### src/rtl/imm_gen_if.sv
// Handshake bundle between the IF/ID side and the ID/EX side of the immediate stage.
// The master drives instructions in and accepts results; the slave is the stage itself.
interface imm_gen_if #(
  parameter int XLEN = 32
);
  logic            in_valid;
  logic            in_ready;
  logic [31:0]     in_instr;
  logic [XLEN-1:0] in_pc;
  logic            out_valid;
  logic            out_ready;
  logic [31:0]     out_instr;
  logic [XLEN-1:0] out_pc;
  logic [XLEN-1:0] out_imm;
  logic [XLEN-1:0] out_target;
  logic [2:0]      out_fmt;
  logic            out_illegal;

  modport master (
    output in_valid, in_instr, in_pc, out_ready,
    input  in_ready, out_valid, out_instr, out_pc, out_imm, out_target, out_fmt, out_illegal
  );

  modport slave (
    input  in_valid, in_instr, in_pc, out_ready,
    output in_ready, out_valid, out_instr, out_pc, out_imm, out_target, out_fmt, out_illegal
  );
endinterface

### src/rtl/imm_gen_stage.sv
// Immediate generation stage: decodes format and immediate from the raw instruction,
// precomputes pc + imm, and registers the result behind a 2-entry skid buffer.
module imm_gen_stage #(
  parameter int XLEN   = 32,
  parameter bit RV64_W = 1'b1
) (
  input logic        clk,
  input logic        rst,
  input logic        flush,
  imm_gen_if.slave   bus
);

  typedef enum logic [2:0] {
    FMT_R    = 3'd0,
    FMT_I    = 3'd1,
    FMT_S    = 3'd2,
    FMT_B    = 3'd3,
    FMT_U    = 3'd4,
    FMT_J    = 3'd5,
    FMT_Z    = 3'd6,
    FMT_NONE = 3'd7
  } fmt_e;

  typedef struct packed {
    logic [31:0]     instr;
    logic [XLEN-1:0] pc;
    logic [XLEN-1:0] imm;
    logic [XLEN-1:0] target;
    logic [2:0]      fmt;
    logic            illegal;
  } entry_t;

  localparam bit HAS_W = (XLEN == 64) && RV64_W;

  function automatic fmt_e decode_fmt(input logic [31:0] instr);
    fmt_e f;
    f = FMT_NONE;
    case (instr[6:0])
      7'b0000011, 7'b0010011, 7'b1100111, 7'b0001111: f = FMT_I;
      7'b1110011: f = instr[14] ? FMT_Z : FMT_I;
      7'b0100011: f = FMT_S;
      7'b1100011: f = FMT_B;
      7'b0110111, 7'b0010111: f = FMT_U;
      7'b1101111: f = FMT_J;
      7'b0110011: f = FMT_R;
      7'b0011011: f = HAS_W ? FMT_I : FMT_NONE;
      7'b0111011: f = HAS_W ? FMT_R : FMT_NONE;
      default:    f = FMT_NONE;
    endcase
    return f;
  endfunction

  function automatic logic [XLEN-1:0] sext32(input logic [31:0] v);
    logic signed [31:0] s;
    s = v;
    return XLEN'(s);
  endfunction

  function automatic logic [XLEN-1:0] build_imm(input logic [31:0] i, input fmt_e f);
    logic [XLEN-1:0] r;
    r = '0;
    case (f)
      FMT_I:   r = sext32({{20{i[31]}}, i[31:20]});
      FMT_S:   r = sext32({{20{i[31]}}, i[31:25], i[11:7]});
      FMT_B:   r = sext32({{19{i[31]}}, i[31], i[7], i[30:25], i[11:8], 1'b0});
      FMT_U:   r = sext32({i[31:12], 12'b0});
      FMT_J:   r = sext32({{11{i[31]}}, i[31], i[19:12], i[20], i[30:21], 1'b0});
      FMT_Z:   r = XLEN'({27'd0, i[19:15]});
      default: r = '0;
    endcase
    return r;
  endfunction

  // Stage p0: combinational decode of the incoming instruction
  entry_t dec_p0;
  fmt_e   fmt_p0;

  always_comb begin
    fmt_p0         = decode_fmt(bus.in_instr);
    dec_p0.instr   = bus.in_instr;
    dec_p0.pc      = bus.in_pc;
    dec_p0.imm     = build_imm(bus.in_instr, fmt_p0);
    dec_p0.target  = bus.in_pc + dec_p0.imm;
    dec_p0.fmt     = fmt_p0;
    dec_p0.illegal = (fmt_p0 == FMT_NONE);
  end

  // Stage p1: OUT entry plus SKID entry
  entry_t out_p1, out_n;
  entry_t skid_p1, skid_n;
  logic   vld_p1, vld_n;
  logic   skid_vld_p1, skid_vld_n;
  logic   rdy_p1, rdy_n;
  logic   accept;

  always_comb begin
    out_n      = out_p1;
    skid_n     = skid_p1;
    vld_n      = vld_p1;
    skid_vld_n = skid_vld_p1;
    accept     = bus.in_valid & rdy_p1;
    if (flush) begin
      vld_n      = 1'b0;
      skid_vld_n = 1'b0;
    end else if (skid_vld_p1) begin
      // in_ready is low here, so no upstream accept can collide with the drain
      if (bus.out_ready) begin
        out_n      = skid_p1;
        skid_vld_n = 1'b0;
      end
    end else if (accept) begin
      if (!vld_p1 || bus.out_ready) begin
        out_n = dec_p0;
        vld_n = 1'b1;
      end else begin
        skid_n     = dec_p0;
        skid_vld_n = 1'b1;
      end
    end else if (bus.out_ready) begin
      vld_n = 1'b0;
    end
    rdy_n = ~skid_vld_n;
  end

  always_ff @(posedge clk or posedge rst) begin
    if (rst) begin
      vld_p1      <= 1'b0;
      skid_vld_p1 <= 1'b0;
      rdy_p1      <= 1'b0;
      out_p1      <= '0;
    end else begin
      vld_p1      <= vld_n;
      skid_vld_p1 <= skid_vld_n;
      rdy_p1      <= rdy_n;
      out_p1      <= out_n;
    end
  end

  // SKID contents are only observed once skid_vld_p1 is set, so they need no reset
  always_ff @(posedge clk) begin
    skid_p1 <= skid_n;
  end

  assign bus.in_ready    = rdy_p1;
  assign bus.out_valid   = vld_p1;
  assign bus.out_instr   = out_p1.instr;
  assign bus.out_pc      = out_p1.pc;
  assign bus.out_imm     = out_p1.imm;
  assign bus.out_target  = out_p1.target;
  assign bus.out_fmt     = out_p1.fmt;
  assign bus.out_illegal = out_p1.illegal;

endmodule
### src/flat_wrapper.sv
// flat-port wrapper written by rule: the top's interface ports become plain ports
module imm_gen_stage_flat 
#(
  parameter int XLEN   = 32,
  parameter bit RV64_W = 1'b1
)
  (clk, rst, flush, bus_in_valid, bus_in_instr, bus_in_pc, bus_out_ready, bus_in_ready, bus_out_valid, bus_out_instr, bus_out_pc, bus_out_imm, bus_out_target, bus_out_fmt, bus_out_illegal);
  imm_gen_if #(.XLEN(XLEN)) bus_i ();
  input logic clk;
  input logic rst;
  input logic flush;
  input wire logic [$bits(bus_i.in_valid)-1:0] bus_in_valid;
  input wire logic [$bits(bus_i.in_instr)-1:0] bus_in_instr;
  input wire logic [$bits(bus_i.in_pc)-1:0] bus_in_pc;
  input wire logic [$bits(bus_i.out_ready)-1:0] bus_out_ready;
  output wire logic [$bits(bus_i.in_ready)-1:0] bus_in_ready;
  output wire logic [$bits(bus_i.out_valid)-1:0] bus_out_valid;
  output wire logic [$bits(bus_i.out_instr)-1:0] bus_out_instr;
  output wire logic [$bits(bus_i.out_pc)-1:0] bus_out_pc;
  output wire logic [$bits(bus_i.out_imm)-1:0] bus_out_imm;
  output wire logic [$bits(bus_i.out_target)-1:0] bus_out_target;
  output wire logic [$bits(bus_i.out_fmt)-1:0] bus_out_fmt;
  output wire logic [$bits(bus_i.out_illegal)-1:0] bus_out_illegal;
  assign bus_i.in_valid = bus_in_valid;
  assign bus_i.in_instr = bus_in_instr;
  assign bus_i.in_pc = bus_in_pc;
  assign bus_i.out_ready = bus_out_ready;
  assign bus_in_ready = bus_i.in_ready;
  assign bus_out_valid = bus_i.out_valid;
  assign bus_out_instr = bus_i.out_instr;
  assign bus_out_pc = bus_i.out_pc;
  assign bus_out_imm = bus_i.out_imm;
  assign bus_out_target = bus_i.out_target;
  assign bus_out_fmt = bus_i.out_fmt;
  assign bus_out_illegal = bus_i.out_illegal;
  imm_gen_stage #(.XLEN(XLEN), .RV64_W(RV64_W)) u_core (.clk(clk), .rst(rst), .flush(flush), .bus(bus_i));
endmodule
### config.mk
export PLATFORM = sky130hd
export DESIGN_NAME = imm_gen_stage_flat
export DESIGN_NICKNAME = d
export VERILOG_FILES = /design/src/rtl/imm_gen_if.sv /design/src/rtl/imm_gen_stage.sv /design/src/flat_wrapper.sv
export SDC_FILE = /design/constraint.sdc
export NUM_CORES = 1
export LEC_CHECK = 0
export ABC_AREA = 1
export CAP_MARGIN = 20
export CORE_ASPECT_RATIO = 1.5
export CORE_UTILIZATION = 59
export DETAILED_ROUTE_END_ITERATION = 16
export PLACE_DENSITY = 0.85
export REMOVE_ABC_BUFFERS = 1
export SYNTH_ARGS = -nofsm -noshare
export SYNTH_HDL_FRONTEND = slang
export SYNTH_SLANG_ARGS = --single-unit
### constraint.sdc
create_clock -name clk -period 15.3 [get_ports clk]
set_input_delay 1.53 -clock clk [delete_from_list [all_inputs] [get_ports clk]]
set_output_delay 1.53 -clock clk [all_outputs]
set_load 0.03 [all_outputs]
==> impl_metrics.json <==
{
  "cts_tree": "yes",
  "cts_made_buffers": 25,
  "synth.distinct_cells": 47,
  "cts_setup_buffers": 0,
  "numPortBuffers": 202,
  "nNetsFinal": 1733,
  "start_util_pct": 60.15,
  "drtPass1Iterations": 6,
  "cp_slowest_cell": "clkdlybuf4s50_1",
  "drv_slew": 0,
  "cp_num_cells": 20,
  "worstHoldPathCells": 2,
  "reg2reg_to": "u_core.bus.out_illegal",
  "multi_input_area_um2": 5004,
  "ys_ff_latch": 267,
  "clk_path_buf_depth": 3,
  "cts.reportedPaths.clkPinSlew_ns": 0.06,
  "avgViaCountPerCell": 5.739,
  "maxCapViolCount": 0,
  "layout-drive-gt1-share_pct": 5.088,
  "ff_latch_area_um2": 7346,
  "synth_top_area_share_pct": 30.46,
  "fin_worst_skew_ns": 0.02519,
  "final.setup.tns_ns": 0,
  "antenna_found_initial": 0,
  "cp-start-kind": "input port",
  "drt-total-wl_um": 36310,
  "rrSetupSlack_ns": 10.91,
  "num_vias": 11040,
  "power_density_nw_per_um2": 120.0,
  "die_h_um": 183.9,
  "required_ns": 15.70,
  "fin_ws_ns": 10.43,
  "gr-total-overflow": 0,
  "startpoint": "bus_in_instr[5]",
  "synthSimpleGateAreaFrac_pct": 22.28,
  "clock_latency_ns": 0.54,
  "synth_area_per_cell_um2": 8.914,
  "ys.warnings.count": 0,
  "grt_pass1_vias": 10660,
  "min_from": "u_core.bus.out_target[16]",
  "nFillCells": 1559,
  "cts_resized": 0,
  "syn_to_final_growth_pct": 22.38,
  "synth.mux.area_fraction_pct": 0,
  "max_freq_mhz": 205.5,
  "crit_top_cell": "nand2_1",
  "grt_max_degree": 133,
  "ir_drop_uv": 93.50,
  "slew_headroom_pct": 35.38,
  "reg2regPathDepth": 10,
  "drt-wirelength-per-cell_um": 18.88,
  "rr_startpoint": "u_core.skid_vld_p1",
  "synthXorXnorAreaFrac_pct": 1.077,
  "max_stage_delay_ns": 0.59,
  "path_class": "in2reg",
  "cp-end-kind": "flip-flop",
  "syn_inst": 1460,
  "dpl_worst_slack_ns": 9.977,
  "place.gp.congestion": 0.9295,
  "crit_chain": "clkdlybuf4s50_1 -> nand2_2 -> nor2_1 -> nand2_1 -> nor2_2 -> inv_2 -> o221ai_1 -> ha_1 -> inv_1 -> fa_1 -> o21ai_2 -> nand2_1 -> nand2_1 -> nand2_1 -> nand2_1 -> nand2_1 -> nand3_1 -> nand2_1 -> o21ai_1 -> nand2_1",
  "tightest_slew_ns": 0.9693,
  "rows": 66,
  "drtIter0Drc": 956,
  "chipWidth_um": 123.3,
  "track_usage_pct": 32.58,
  "ys_seq_area_share_pct": 56.42,
  "cp_top_family": "simple AND/OR/NAND/NOR gates",
  "core_um2": 21640,
  "die_area_um2": 22670,
  "outcome": "completed",
  "diodes": 0,
  "synth-adder-area-share_pct": 3.134,
  "cts_max_level": 1,
  "synth.cell_area_um2": 13010,
  "rsz0062_at_grt": "false",
  "synth-compound-area-share_pct": 11.90,
  "cp.arrival_ns": 5.27,
  "crit_fanout": 6,
  "postRouteAntennaNets": 0,
  "finalHoldViolCount": 0,
  "drc": 0,
  "yosysTopAreaCell": "edfxtp_1",
  "min_period_over_period_pct": 31.81,
  "root_buffer": "clkbuf_16",
  "grt_pass1_wl_um": 56720,
  "cts.sink_count": 267,
  "cts_hold_buf": 0,
  "synth_area_leaders": "edfxtp_1 30%, dfrtp_1 26%, nand2_1 12%, nor2_1 6.0%, a31oi_1 3.2%",
  "dp_hpwl_um": 25330,
  "setup_viol": 0,
  "cellLeakagePower_nw": 6.732,
  "io_pins": 203,
  "min_path_type": "reg2reg",
  "synth_top_family_by_area": "simple AND/OR/NAND/NOR gates",
  "layout_min_cycle_time_ns": 4.867,
  "crit_end": "u_core.bus.out_target[18]",
  "cp_num_buf_inv": 3
}
## cells in the final DEF, fill, tap and decap left out, types with 6 or more instances in the layout
| cell type | netlist | final |
|---|---|---|
| a21oi_1 | 61 | 61 |
| clkbuf_1 | 32 | 7 |
| nand2_1 | 400 | 400 |
| dfrtp_1 | 135 | 134 |
| clkbuf_16 | 0 | 25 |
| clkdlybuf4s50_1 | 0 | 202 |
| xnor2_1 | 6 | 6 |
| a31oi_1 | 67 | 67 |
| nand2_2 | 7 | 7 |
| inv_2 | 13 | 11 |
| nand3_1 | 54 | 54 |
| xor2_1 | 10 | 10 |
| o21ai_0 | 51 | 51 |
| clkinv_2 | 0 | 6 |
| nor2_1 | 208 | 207 |
| inv_1 | 82 | 81 |
| buf_4 | 10 | 6 |
| edfxtp_1 | 132 | 132 |
| o21ai_1 | 68 | 68 |
| nand4_1 | 14 | 14 |
| ha_1 | 31 | 31 |
## tightest hold or removal path, stage by stage (launching register included)
cell	delay [ns]
dfrtp_1	0.34
nand2_1	0.05
nand2_1	0.06
## power breakdown
| group | switching (mW) | total, mW | internal [mW] |
|---|---|---|---|
| clock network | 0.268 | 0.608 | 0.340 |
| registers | 0.0375 | 0.858 | 0.821 |
| logic | 0.274 | 0.444 | 0.170 |
## cell type report
cell class                      count  area share [%]
Sequential cell                   267           46.12
Multi-Input combinational cell   1034           31.42
Timing Repair Buffer              209           13.10
Clock buffer                       33           4.179
Inverter                           95           2.302
Tap cell                          272           2.137
Clock inverter                     13          0.7385
## cells in the mapped netlist (all sizes together)
cell type,count
and2,1
nor3,6
or2,3
clkbuf,32
o21bai,5
buf,32
a22oi,3
edfxtp,132
nor2,215
o21ai,120
fa,1
o2111ai,5
a21boi,2
o22ai,3
o21a,3
o221ai,1
a21o,1
nand3b,2
nand3,59
o211ai,4
nand4,15
ha,31
a31oi,67
nand2,407
nor4,1
xnor2,6
xor2,10
dfrtp,135
inv,95
a21oi,62
and3,1
## registers in the layout, indices dropped and copies added (netlist names)
signal                  flops
u_core.bus.out_imm         32
u_core.skid_vld_p1          1
u_core.skid_p1            132
u_core.bus.out_pc          32
u_core.bus.out_instr       32
u_core.bus.out_target      32
u_core.bus.in_ready         1
u_core.bus.out_fmt          3
u_core.bus.out_illegal      1
u_core.bus.out_valid        1
## through the flow
step | hold slack, ns | utilization (%) | instances | area, um2 | total power [mW]
CTS | 0.4815 | 73.61 | 1923 | 15930 | 1.920
global route | 0.5114 | 73.61 | 1923 | 15930 | 1.982
detailed placement | 0.4639 | 69.99 | 1877 | 15140 | 1.317
floorplan | 0.4969 | - | 1396 | 12690 | 1.116
global placement | 0.4633 | 69.99 | 1877 | 15140 | 1.307
finish | 0.4785 | 73.61 | 1923 | 15930 | 1.911
## how the worst min path moves through the flow
stage	end	slack, ns
global route	u_core.bus.out_imm[10]	0.51
CTS	u_core.bus.out_target[31]	0.48
finish	u_core.bus.out_target[16]	0.48
floorplan	u_core.bus.out_imm[10]	0.50
detailed placement	u_core.bus.out_target[17]	0.46
global placement	u_core.bus.out_target[31]	0.46
## cells by family (layout without fill, tap and decap cells)
| logic type | after synthesis | in the layout |
|---|---|---|
| compound gates | 276 | 276 |
| xor+xnor | 16 | 16 |
| fa+ha+maj | 32 | 32 |
| buf+inv | 159 | 350 |
| flops | 267 | 267 |
| simple gates | 710 | 710 |
## routing by layer
metal	global-route usage (%)	wire length, um
met1	40.02	13810
met2	56.34	18660
met3	4.125	2128
met4	15.28	1718
met5	0	0
No activity file was read; power rests on OpenSTA's default activity.
